## config.mk

```make
export PLATFORM = sky130hd
export DESIGN_NAME = add32_seq
export DESIGN_NICKNAME = d
export VERILOG_FILES = /design/src/rtl/add32_seq.sv
export SDC_FILE = /design/constraint.sdc
export NUM_CORES = 1
export LEC_CHECK = 0
export CAP_MARGIN = 20
export CORE_MARGIN = 3
export CORE_UTILIZATION = 38
export CTS_CLUSTER_DIAMETER = 30
export DETAILED_ROUTE_END_ITERATION = 16
export DONT_BUFFER_PORTS = 1
export PLACE_DENSITY = 0.63
export REMOVE_ABC_BUFFERS = 1
export SLEW_MARGIN = 20
export SYNTH_ARGS = -nofsm -noshare
export SYNTH_HDL_FRONTEND = slang
export SYNTH_SLANG_ARGS = --single-unit
```

## constraint.sdc

```tcl
create_clock -name i_clk -period 2.8 [get_ports i_clk]
set_input_delay 0.28 -clock i_clk [delete_from_list [all_inputs] [get_ports i_clk]]
set_output_delay 0.28 -clock i_clk [all_outputs]
set_load 0.01 [all_outputs]
```

## src/rtl/add32_seq.sv

```systemverilog
`default_nettype none
// ============================================================================
// Module      : add32_seq
// Description : Chunk-serial 32-bit adder (IN1 + IN2 + CIN) with rippled carry,
//               start/ready/valid/ack handshake, COUT and signed OVERFLOW flags.
//               Optional macro ADD32_SEQ_NZ_FLAGS_EN adds ZERO/NEGATIVE outputs.
// Revision    : 1.0 - initial release
// ============================================================================
module add32_seq #(
    parameter int CHUNK = 8
) (
    input  logic        i_clk,
    input  logic        i_rst,
    input  logic        i_start,
    input  logic [31:0] i_in1,
    input  logic [31:0] i_in2,
    input  logic        i_cin,
    output logic        o_ready,
    output logic        o_valid,
    input  logic        i_ack,
    output logic [31:0] o_out,
    output logic        o_cout,
`ifdef ADD32_SEQ_NZ_FLAGS_EN
    output logic        o_overflow,
    output logic        o_zero,
    output logic        o_negative
`else
    output logic        o_overflow
`endif
);

    localparam int NCHUNK = 32 / CHUNK;
    localparam int IDX_W  = (NCHUNK > 1) ? $clog2(NCHUNK) : 1;
    localparam logic [IDX_W-1:0] c_LAST_IDX = IDX_W'(NCHUNK - 1);

    localparam logic [1:0] c_IDLE = 2'd0;
    localparam logic [1:0] c_BUSY = 2'd1;
    localparam logic [1:0] c_DONE = 2'd2;

    generate
        if (CHUNK != 1 && CHUNK != 2 && CHUNK != 4 &&
            CHUNK != 8 && CHUNK != 16 && CHUNK != 32) begin : g_bad_chunk
            $fatal(1, "add32_seq: CHUNK must be 1, 2, 4, 8, 16 or 32");
        end
    endgenerate

    logic [1:0]       r_state;
    logic [IDX_W-1:0] r_idx;
    logic             r_carry;
    logic [31:0]      r_a;
    logic [31:0]      r_b;
    logic [31:0]      r_sum;
    logic [31:0]      r_out;
    logic             r_cout;
    logic             r_ovf;

    logic [5:0]       w_base;
    logic [CHUNK:0]   w_add;
    logic [31:0]      w_sum_next;
    logic             w_last;

    assign w_base = 6'(r_idx) * 6'(CHUNK);
    assign w_last = (r_idx == c_LAST_IDX);
    assign w_add  = {1'b0, r_a[w_base +: CHUNK]} + {1'b0, r_b[w_base +: CHUNK]}
                  + {{CHUNK{1'b0}}, r_carry};

    // Partial sum with the current chunk merged in; on the last chunk this is the full result.
    always_comb begin
        w_sum_next                    = r_sum;
        w_sum_next[w_base +: CHUNK]   = w_add[CHUNK-1:0];
    end

    always_ff @(posedge i_clk) begin
        if (i_rst) begin
            r_state <= c_IDLE;
            r_idx   <= '0;
            r_carry <= 1'b0;
            r_a     <= '0;
            r_b     <= '0;
            r_sum   <= '0;
            r_out   <= '0;
            r_cout  <= 1'b0;
            r_ovf   <= 1'b0;
        end else begin
            case (r_state)
                c_IDLE: begin
                    if (i_start) begin
                        r_a     <= i_in1;
                        r_b     <= i_in2;
                        r_carry <= i_cin;
                        r_idx   <= '0;
                        r_state <= c_BUSY;
                    end
                end
                c_BUSY: begin
                    r_sum   <= w_sum_next;
                    r_carry <= w_add[CHUNK];
                    if (w_last) begin
                        r_out   <= w_sum_next;
                        r_cout  <= w_add[CHUNK];
                        r_ovf   <= (r_a[31] == r_b[31]) && (w_sum_next[31] != r_a[31]);
                        r_state <= c_DONE;
                    end else begin
                        r_idx <= r_idx + IDX_W'(1);
                    end
                end
                c_DONE: begin
                    if (i_ack) begin
                        r_state <= c_IDLE;
                    end
                end
                default: begin
                    r_state <= c_IDLE;
                end
            endcase
        end
    end

`ifdef ADD32_SEQ_NZ_FLAGS_EN
    logic r_zero;
    logic r_neg;

    always_ff @(posedge i_clk) begin
        if (i_rst) begin
            r_zero <= 1'b0;
            r_neg  <= 1'b0;
        end else if (r_state == c_BUSY && w_last) begin
            r_zero <= (w_sum_next == 32'd0);
            r_neg  <= w_sum_next[31];
        end
    end

    assign o_zero     = r_zero;
    assign o_negative = r_neg;
`endif

    assign o_ready    = (r_state == c_IDLE);
    assign o_valid    = (r_state == c_DONE);
    assign o_out      = r_out;
    assign o_cout     = r_cout;
    assign o_overflow = r_ovf;

endmodule
`default_nettype wire

```

### Word level (Yosys, flattened, before mapping)

Index checks and enable logic that the tools add are counted.

| operators by class | value |
|---|---|
| reduce and logical (&&, ||, !) cells | 8 |
| shifts and indexed selects | 4 |
| equality and inequality tests | 9 |
| mux-type cells | 10 |
| $add $sub $neg | 4 |

Operators with widths:

| kind | count |
|---|---|
| $shiftx 32x6->8 | 2 |
| $bwmux 32 | 1 |
| $shift 8x8->32 const A | 1 |
| $shiftx 8x8->32 | 1 |
| $mux 2 | 5 |
| $add 8x8->9 | 1 |
| $add 9x1->9 | 1 |
| $neg 5->8 | 1 |
| $ne 2x2->1 const B | 3 |
| $pmux 2 s3 | 1 |
| $reduce_and 2->1 | 3 |
| $reduce_and 3->1 | 2 |
| $eq 2x2->1 const B | 2 |
| $pmux 2 s2 | 1 |
| $add 2x1->2 const B | 1 |
| $eq 2x1->1 const B | 1 |
| $logic_not 2->1 | 1 |
| $ne 2x1->1 const B | 1 |
| $pmux 1 s2 | 1 |
| $reduce_bool 2->1 | 1 |
| $eq 1x1->1 | 1 |
| $logic_and 1x1->1 | 1 |
| $mux 1 | 1 |
| $ne 1x1->1 | 1 |

| word-level totals | value |
|---|---|
| logic and storage cells | 44 |
| input port bits | 69 |
| bits in registers | 135 |
| output and inout bits | 36 |

### Logic depth before layout (Yosys ltp)

| depth | value |
|---|---|
| depth after elaboration | 7 |
| depth in mapped cells | 11 |
| depth with buffers taken out | 10 |

### Worst setup path before layout

Ideal clock, no wire load.

| timing path | value |
|---|---|
| path kind | register -> register |
| start point | reg r_idx[0] |
| end point | reg r_out[30], in the netlist o_out[30] |
| slack | -0.163 ns |
| required time | 2.666 ns |
| cell stages (with the launch flop) | 12 |
| arrival | 2.829 ns |
| library setup time | 0.134 ns |
| path buffers | 1 |
| cell sequence | dfxtp_1 > buf_2 > mux4_2 > inv_1 > fa_1 > inv_1 > fa_1 > a211oi_2 > o21bai_1 > a21oi_2 > xor2_1 > o22ai_1 |

| between the ends | value |
|---|---|
| longest elaborated chain between the ends | 5 |

RTL lines:

| what | RTL line | RTL |
|---|---|---|
| start: declaration | 48 | `logic [IDX_W-1:0] r_idx;` |
| start signal: assignment | 104 | `r_idx <= r_idx + IDX_W'(1);` |
| $shiftx 32x6->8 | 64 | `assign w_add = {1'b0, r_a[w_base +: CHUNK]} + {1'b0, r_b[w_base +: CHUNK]}` |
| $add 8x8->9 | 64 |  |
| $add 9x1->9 | 65 | `+ {{CHUNK{1'b0}}, r_carry};` |
| $shiftx 8x8->32 | 70 | `w_sum_next[w_base +: CHUNK] = w_add[CHUNK-1:0];` |
| $bwmux 32 | 70 |  |
| end signal: assignment | 99 | `r_out <= w_sum_next;` |
| end: declaration | 53 | `logic [31:0] r_out;` |

Parallel ways exist; a longest one is shown, timed or not.
A chain may end at the register's enable or synchronous reset.

### Worst setup path after layout

| timing path | value |
|---|---|
| start point | reg r_idx[0] |
| end point | reg r_sum[3] |

| between the ends | value |
|---|---|
| longest elaborated chain between the ends | 5 |

RTL lines:

| what | RTL line | RTL |
|---|---|---|
| $shiftx 32x6->8 | 64 |  |
| $add 8x8->9 | 64 |  |
| $add 9x1->9 | 65 |  |
| $shiftx 8x8->32 | 70 |  |
| $bwmux 32 * | 70 |  |
| end signal: assignment | 96 | `r_sum <= w_sum_next;` |
| end: declaration | 52 | `logic [31:0] r_sum;` |

Mark *: on every way between the ends. The rest lies on a longest branch, timed or not.

==> flow_summary.toml <==
[status]
status = "finished clean"

[min_path]
hold_class = "input port to flip-flop"
hold_depth = 3

[routing]
dr_total_vias = 5318
ant_nets = 0
vias_per_cell = 5.52
wl_um = 17200
drt-pass1-iter-count = 4
wl_per_cell_um = 17.9
initialDrtViolationCount = 301
drc_errors = 0

[global_routing]
grt.total_usage = 0.200
grt_max_degree = 112
antenna_found_initial = 0
first_global_vias = 5249
overflow = 0
grt_pass1_wl_um = 26600

[synthesis]
ys_seq_elements = 135
synthFlopType = "dfxtp_1"
ys_types = 49
syn_inst = 682
async_flop_share = 0
synth_edf_count = 0
ys_warn_count = 0
synth_area_per_cell_um2 = 8.68
synth_commonest_cells = "nand2_1, dfxtp_1, a21oi_1"
yosys.area.top_type = "dfxtp_1"
ys_seq_area_frac = 0.457
synth_top_cell_area_share = 0.457
synth_area_um2 = 5920
synth.most_common_cell = "nand2_1"
yosys-top-cells-area = "dfxtp_1, nand2_1, a21oi_1"

[finish]
drive_above_1_share = 0.164
n_fill_cell = 1383
n_antenna_cell = 0
finalNonFillerCells = 963
layout.nets = 851
finalCoreUtilization = 0.523
area_growth_pct = 31.5

[worst_setup_path]
arrival_ps = 2970
setup.worst_path.end_class = "flip-flop"
crit_fanout = 5
cp_data_required_time_ps = 3080
start_kind = "flip-flop"
reg2reg_depth = 8
critical_path_class = "flip-flop to flip-flop"

[placement]
port_buffers = 0
routabilityCongestion = 0.884
placedCellCount = 847
post-dp-hpwl_um = 11100

[clock_tree]
htreeDepth = 4
insertion_delay_ps = 420
clk_pin_slew_ps = 60
clkSinkCount = 135
root_buffer = "clkbuf_16"
cts_made_buffers = 17
clock_path_buffers = 2
cts_tree = "built"

[sta]
clock.fmax_mhz = 372
tightest_slew_ps = 676
fin_tns_setup_ps = 0
final.setup_skew_ps = 9.72
max_slew_margin = 0.548
grt_setup_unrepaired = "yes"
setup_viol = 0
drv_slew = 0
fin_crit_sh = 0.960
hold_viol = 0
layout_min_cycle_time_ps = 2690

[power]
p_int_uw = 3820
p_switching_uw = 1170
switching_share = 0.235
p_per_area_nw_per_um2 = 642
seqPwrFrac = 0.410
leakagePower_uw = 0.00307
ir_drop_v = 0.000788
power_frac_comb = 0.122
clockPowerShare = 0.468

[floorplan]
placementRows = 44
io_pins = 105
die_x_um = 131
die-area_um2 = 17100
core_area_um2 = 14900
start_util = 0.398
die_h_um = 131

[job]
cap_violations = 0
logic make-up (layout without fill, tap and decap cells):
group / count (synthesis) / after routing / synth area share
mux: 18 / 18 / 0.0643
compound gates: 208 / 208 / 0.221
xor+xnor: 4 / 4 / 0.00592
fa+ha+maj: 15 / 15 / 0.0343
buf+inv: 62 / 159 / 0.0450
simple gates: 240 / 240 / 0.173
flops: 135 / 135 / 0.457
stage by stage:
stage / setup WS, ps / total power (µW) / area [µm²] / hold WS (ps)
after floorplan: -591 / 2390 / 5700 / 349
after global placement: -14.3 / 2540 / 6190 / 358
after detailed placement: -74.6 / 2560 / 6190 / 360
after CTS: -11.0 / 4970 / 7580 / -78.7
after global routing: -31.0 / 5170 / 7780 / 76.1
final: 113 / 4990 / 7780 / 81.4
flip-flops by register name (all words and copies together), names as in the netlist:
register    count
o_cout          1
r_sum          32
r_carry         1
o_overflow      1
r_state         2
o_out          32
r_b            32
r_a            32
r_idx           2
worst max-delay path, cell delays in order (launching register included):
cell and delay (ps):
dfxtp_4 380, buf_4 160, mux4_2 550, ha_1 300
nor2b_1 160, o21a_1 200, or3_4 370, a32oi_1 310
a21oi_1 110
cell type report:
class	instances	area (µm²)	share of cell area
clock buffers	24	512	0.0658
clock inverters	7	115	0.0148
inverters	13	52.6	0.00675
multi-input cells	485	3060	0.393
flip-flops and latches	135	2710	0.348
well taps	184	230	0.0296
repair buffers	115	1100	0.142
power by group through the flow:
| stage | clock network [µW] | registers, µW | logic [µW] |
|---|---|---|---|
| 2_1_floorplan | 0 | 2080 | 311 |
| 3_3_place_gp | 0 | 2080 | 458 |
| 3_5_place_dp | 0 | 2090 | 469 |
| 4_1_cts | 2370 | 2040 | 553 |
| 5_1_grt | 2450 | 2050 | 667 |
| 6_report | 2340 | 2050 | 610 |
routing by layer:
layer / wire length (µm) / track usage
met2: 8310 / 0.327
met5: 0 / 0
met3: 1090 / 0.0569
met4: 225 / 0.0665
met1: 7620 / 0.255
worst paths after layout:
check / from / end / slack (ps)
setup / recovery: r_idx[0] / r_sum[3] / 110
hold / removal: i_rst / r_sum[30] / 80
setup reg to reg: r_idx[0] / r_sum[3] / 110
hold reg to reg: r_sum[30] / r_sum[30] / 450
cells in the final DEF, fill, tap and decap left out, types with 4 or more instances in the layout:
cell	netlist	final
nand3_1	15	14
clkbuf_8	0	6
dfxtp_1	135	134
a211oi_2	4	6
o21ai_1	5	10
ha_1	13	8
clkbuf_16	0	17
nand3b_1	5	5
a31oi_1	5	5
inv_1	10	6
a21oi_1	93	93
buf_4	4	34
a22oi_1	16	16
o21ai_0	30	25
mux4_2	16	16
ha_2	0	4
inv_2	2	5
a211oi_1	25	22
nand2_1	155	154
a221oi_1	5	4
dlygate4sd3_1	0	75
nor2_1	44	44
repair_timing:
item	4_1_cts	5_1_grt
hold buffers	77	2
gates cloned	0	0
buffers inserted	0	9
setup endpoints to repair	30	48
resized for setup	1	35
endpoints found under the hold margin	102	27
pin swaps	0	10
No activity file was read; power rests on OpenSTA's default activity.
